## config.mk

```make
export PLATFORM = sky130hd
export DESIGN_NAME = std_fp_sdiv_pipe
export DESIGN_NICKNAME = d
export VERILOG_FILES = /design/src/rtl/std_fp_sdiv_pipe.sv
export SDC_FILE = /design/constraint.sdc
export NUM_CORES = 1
export LEC_CHECK = 0
export BUFFER_PORTS_ARGS = -buffer_cell sky130_fd_sc_hd__clkbuf_2
export CAP_MARGIN = 20
export CELL_PAD_IN_SITES_DETAIL_PLACEMENT = 1
export CELL_PAD_IN_SITES_GLOBAL_PLACEMENT = 1
export CORE_MARGIN = 4
export CORE_UTILIZATION = 40
export DETAILED_ROUTE_END_ITERATION = 7
export PLACE_DENSITY_LB_ADDON = 0.1
export SYNTH_ARGS = -nofsm -noshare
export SYNTH_HDL_FRONTEND = slang
export SYNTH_SLANG_ARGS = --single-unit
```

## constraint.sdc

```tcl
create_clock -name clk -period 4.5 [get_ports clk]
set_input_delay 0.9 -clock clk [delete_from_list [all_inputs] [get_ports clk]]
set_output_delay 0.9 -clock clk [all_outputs]
set_load 0.005 [all_outputs]
```

## src/rtl/std_fp_sdiv_pipe.sv

```systemverilog
// std_fp_sdiv_pipe: multi-cycle signed fixed-point divider with a go/done handshake.
// Computes the Q(INT_WIDTH.FRAC_WIDTH) quotient of left/right and a raw signed remainder.
// It uses restoring shift-subtract division on the operand magnitudes, producing one quotient
// bit per cycle. Signs are applied when the last iteration writes the result.
//
// Ports:
//   clk           - clock; all state updates on the rising edge
//   reset         - synchronous, active-high reset
//   go            - start/hold request; dropping it while busy aborts the operation
//   left, right   - signed dividend and divisor, sampled on the start edge only
//   out_quotient  - signed fixed-point quotient, registered
//   out_remainder - signed raw remainder (carries the sign of left), registered
//   done          - one-cycle completion pulse
module std_fp_sdiv_pipe #(
    parameter int unsigned WIDTH      = 32,
    parameter int unsigned INT_WIDTH  = 16,
    parameter int unsigned FRAC_WIDTH = 16
) (
    input  logic             clk,
    input  logic             reset,
    input  logic             go,
    input  logic [WIDTH-1:0] left,
    input  logic [WIDTH-1:0] right,
    output logic [WIDTH-1:0] out_quotient,
    output logic [WIDTH-1:0] out_remainder,
    output logic             done
);

    // One iteration per bit of the pre-shifted dividend.
    localparam int unsigned N    = WIDTH + FRAC_WIDTH;
    localparam int unsigned CntW = $clog2(N + 1);

    if (INT_WIDTH + FRAC_WIDTH != WIDTH) begin : g_width_check
        $error("std_fp_sdiv_pipe: INT_WIDTH + FRAC_WIDTH must equal WIDTH");
    end

    typedef enum logic [1:0] {StIdle, StBusy, StDone} state_e;

    state_e              state_q;
    logic [CntW-1:0]     cnt_q;
    logic [N-1:0]        dq_q;      // dividend bits shift out the top, quotient bits in the bottom
    logic [WIDTH-1:0]    rem_q;     // partial remainder magnitude, always < divisor
    logic [WIDTH-1:0]    div_q;     // divisor magnitude
    logic [WIDTH-1:0]    left_q;    // original dividend, returned as remainder on divide by zero
    logic                neg_q;     // quotient sign
    logic                lsign_q;   // remainder sign
    logic                dzero_q;

    logic [WIDTH-1:0] abs_left;
    logic [WIDTH-1:0] abs_right;
    logic [WIDTH:0]   rem_shift;
    logic             fits;
    logic [WIDTH-1:0] rem_next;
    logic [N-1:0]     dq_next;
    logic [WIDTH-1:0] q_final;
    logic [WIDTH-1:0] r_final;

    always_comb begin
        // Magnitude of the most negative value wraps to itself, which is correct as unsigned.
        abs_left  = left[WIDTH-1]  ? -left  : left;
        abs_right = right[WIDTH-1] ? -right : right;

        rem_shift = {rem_q, dq_q[N-1]};
        fits      = rem_shift >= {1'b0, div_q};
        // When fits is set the difference is < divisor, so WIDTH bits suffice.
        rem_next  = fits ? (rem_shift[WIDTH-1:0] - div_q) : rem_shift[WIDTH-1:0];
        dq_next   = {dq_q[N-2:0], fits};

        if (dzero_q) begin
            q_final = lsign_q ? {1'b1, {(WIDTH-1){1'b0}}} : {1'b0, {(WIDTH-1){1'b1}}};
            r_final = left_q;
        end else begin
            // Quotient magnitude may exceed WIDTH bits; low bits are kept (wraps, no flag).
            q_final = neg_q   ? -dq_next[WIDTH-1:0] : dq_next[WIDTH-1:0];
            r_final = lsign_q ? -rem_next : rem_next;
        end
    end

    always_ff @(posedge clk) begin
        if (reset) begin
            state_q       <= StIdle;
            cnt_q         <= '0;
            dq_q          <= '0;
            rem_q         <= '0;
            div_q         <= '0;
            left_q        <= '0;
            neg_q         <= 1'b0;
            lsign_q       <= 1'b0;
            dzero_q       <= 1'b0;
            out_quotient  <= '0;
            out_remainder <= '0;
            done          <= 1'b0;
        end else begin
            done <= 1'b0;
            unique case (state_q)
                StIdle: begin
                    if (go) begin
                        dq_q    <= {abs_left, {FRAC_WIDTH{1'b0}}};
                        rem_q   <= '0;
                        div_q   <= abs_right;
                        left_q  <= left;
                        neg_q   <= left[WIDTH-1] ^ right[WIDTH-1];
                        lsign_q <= left[WIDTH-1];
                        dzero_q <= (right == '0);
                        cnt_q   <= CntW'(N);
                        state_q <= StBusy;
                    end
                end
                StBusy: begin
                    if (!go) begin
                        // Abort: outputs keep their previous values.
                        state_q <= StIdle;
                    end else begin
                        rem_q <= rem_next;
                        dq_q  <= dq_next;
                        cnt_q <= cnt_q - CntW'(1);
                        if (cnt_q == CntW'(1)) begin
                            out_quotient  <= q_final;
                            out_remainder <= r_final;
                            done          <= 1'b1;
                            state_q       <= StDone;
                        end
                    end
                end
                StDone: begin
                    state_q <= StIdle;
                end
                default: begin
                    state_q <= StIdle;
                end
            endcase
        end
    end

endmodule
```

==> flow_metrics.env <==
export IMPL_run_status="complete, no violations"
export IMPL_ys_warn_count=0
export IMPL_drt_iter0_markers=978
export IMPL_ant_nets=0
export IMPL_start_util=0.405
export IMPL_grt_pass1_wl_mm=80.2
export IMPL_vdd_drop_max_v=0.000295
export IMPL_drt_total_wl_mm=51.7
export IMPL_layout_min_cycle_time_ps=4320
export IMPL_crit_top_cell="inv_1"
export IMPL_synth_seq_area_share=0.313
export IMPL_placed_cells=2337
export IMPL_htreeDepth=1
export IMPL_wl_per_cell_um=21.6
export IMPL_yosysMostFrequentCell="nand2_1"
export IMPL_first_pass_iters=5
export IMPL_async_flop_share=0
export IMPL_relSlewSlack=0.286
export IMPL_slowest_delay_ps=580
export IMPL_final_setup_skew_ps=17.2
export IMPL_cts_sinks=219
export IMPL_timing_final_ws_setup_ps=177
export IMPL_p_total_mw=5.12
export IMPL_cp_max_fo=5
export IMPL_drcViolationCount=0
export IMPL_setup_viol=0
export IMPL_required_ps=4970
export IMPL_setup_tns_ps=0
export IMPL_synth_top_cell_area_share=0.313
export IMPL_synth_seq_cells=219
export IMPL_p_leak_nw=6.20
export IMPL_die_h_um=195
export IMPL_netlist_instances=1846
export IMPL_hpwl_mm=38.2
export IMPL_arrival_ps=4790
export IMPL_io_buffers=131
export IMPL_synth_area_mm2=0.0140
export IMPL_post_route_period_util=0.961
export IMPL_syn_avg_cell_area_um2=7.59
export IMPL_ctsRootBufferMaster="clkbuf_16"
export IMPL_syn_to_final_growth_pct=14.0
export IMPL_overflow=0
export IMPL_busiest_layer="met2"
export IMPL_synth_edff_count=0
export IMPL_layoutNonFillerInstCount=2389
export IMPL_crit_chain="inv_1, ha_1, inv_1, fa_1, nand3_1, a21oi_1, nor2_1, xnor2_1, nor4_1, and4_2, o211ai_1, or4_4, o21ai_0, xor2_1, a221oi_1"
export IMPL_fp_coreArea_mm2=0.0345
export IMPL_grt_pass1_vias=13942
export IMPL_pre_cts_slack_ps=131
export IMPL_worst_pin_slew_ps=1070
export IMPL_vias=14101
export IMPL_fillers=4314
export IMPL_tritoncts="built"
export IMPL_power_density_mw_per_mm2=320
export IMPL_ys_top_cells_by_count="252 x nand2_1, 219 x dfxtp_1, 193 x nor2_1"
export IMPL_final_layout_size_suffix_gt1_frac=0.148
export IMPL_die_w_um=195
export IMPL_drv_cap=0
export IMPL_dieArea_mm2=0.0381
export IMPL_diodes=0
export IMPL_grt_start_max_net_pins=144
export IMPL_yosysTopAreaCell="dfxtp_1"
export IMPL_grt_use_met1=0.383
export IMPL_synth_distinct_cells=94
export IMPL_rows=68
export IMPL_finalHoldViolations=0
export IMPL_gr_usage_met2=0.402
export IMPL_ios=132
export IMPL_clk_pin_slew_ps=60
export IMPL_slew_viol_final=0
export IMPL_clockBufferDepth=3
export IMPL_syn_nets=1953
export IMPL_grt_util_met3=0.0359
export IMPL_worstSetupStartpointType="flop"
export IMPL_clock_latency_ps=560
export IMPL_crit_type="reg -> reg"
export IMPL_synthTopCellsByArea="dfxtp_1 31%, nand2_1 6.8%, a21oi_1 5.5%"
export IMPL_antenna_found_initial=1
export IMPL_routed_via_density=5.90
export IMPL_gp_congestion=0.934
export IMPL_cts_buffers=27
export IMPL_cp_end_kind="flop"
export IMPL_grt_use_total=0.259
export IMPL_max_freq_ghz=0.231
export IMPL_final_nets=2023
export IMPL_min_path_type="reg -> reg"
export IMPL_crit_slowest_cell="or4_4"
export IMPL_synth_flop_cell="dfxtp_1"
-- registers in the layout, indices dropped and copies added, names as in the netlist --
signal         cells
left_q            32
neg_q              1
done               1
state_q            2
out_quotient      32
dzero_q            1
dq_q              48
cnt_q              6
out_remainder     32
rem_q             32
div_q             32
-- report_power, final --
part | switching [mW] | total [mW] | internal (mW)
combinational | 0.578 | 0.884 | 0.305
clock | 0.894 | 2.17 | 1.27
sequential | 0.0560 | 2.07 | 2.01
total | 1.53 | 5.12 | 3.59
-- critical path, delay by kind of cell, from the launching register on --
family	cells	cell delay, ps
XOR/XNOR	2	350
flip-flops	1	410
buffers and inverters	2	140
adder cells (fa/ha/maj)	2	500
AND/OR/NAND/NOR	5	1740
AO/OA/AOI/OAI	4	1070
-- metal layers --
metal,routed length (um),share of wire
met4,1030,0.020
met3,2670,0.052
met2,22900,0.44
met5,0,0
met1,25100,0.49
-- metrics by stage --
stage / cell area (um^2) / hold WS [ps] / utilization
2_1_floorplan: 14000 / 432 / -
5_1_grt: 16000 / 474 / 0.462
3_3_place_gp: 15000 / 441 / 0.434
6_report: 16000 / 452 / 0.462
3_5_place_dp: 15000 / 447 / 0.434
4_1_cts: 15900 / 455 / 0.459
-- layout make-up --
cell class / instances / area (um^2) / share of cell area
timing repair buffer: 177 / 1040 / 0.0654
clock inverter: 7 / 75.1 / 0.00470
sequential: 219 / 4390 / 0.275
tap: 455 / 569 / 0.0356
clock buffer: 40 / 795 / 0.0497
inverter: 53 / 204 / 0.0128
multi-input combinational: 1438 / 8900 / 0.557
-- worst paths after layout --
kind	from	endpoint	slack [ps]	depth (start not counted)
min	out_quotient[27]	out_quotient[27]	450	2
max reg2reg	dq_q[47]	out_remainder[26]	180	15
min reg2reg	out_quotient[27]	out_quotient[27]	450	2
max	dq_q[47]	out_remainder[26]	180	15
-- what timing repair did --
item,CTS,global route
gates resized for setup,0,18
setup buffers,0,5
hold buffers,0,0
endpoints found under the setup margin,0,16
-- logic make-up (layout without fill, tap and decap cells) --
kind of cell               after synthesis  in the layout  synth area share
buffers and inverters                  189            277            0.0585
adders and majority gates               40             40            0.0363
DFF                                    219            219             0.313
muxes                                   31             31            0.0225
AOI/OAI and AO/OA                      530            530             0.251
and+or+nand+nor                        708            708             0.238
xor gates and xnor gates               129            129            0.0807
-- cell usage in the layout, fill, tap and decap left out, drive strengths merged, types with 16 or more instances in the layout --
cell type	count
a31oi	18
o31ai	29
a221oi	33
xnor2	74
o41ai	17
o21ai	103
dfxtp	219
nand2	252
or3	16
nor4	27
a211oi	51
nand4	19
buf	47
o211ai	49
nor3	60
nand2b	18
or4	16
clkbuf	170
mux2i	27
inv	53
a21oi	159
nand3	48
ha	39
xor2	55
nor2	193
No activity file was read; power rests on OpenSTA's default activity.
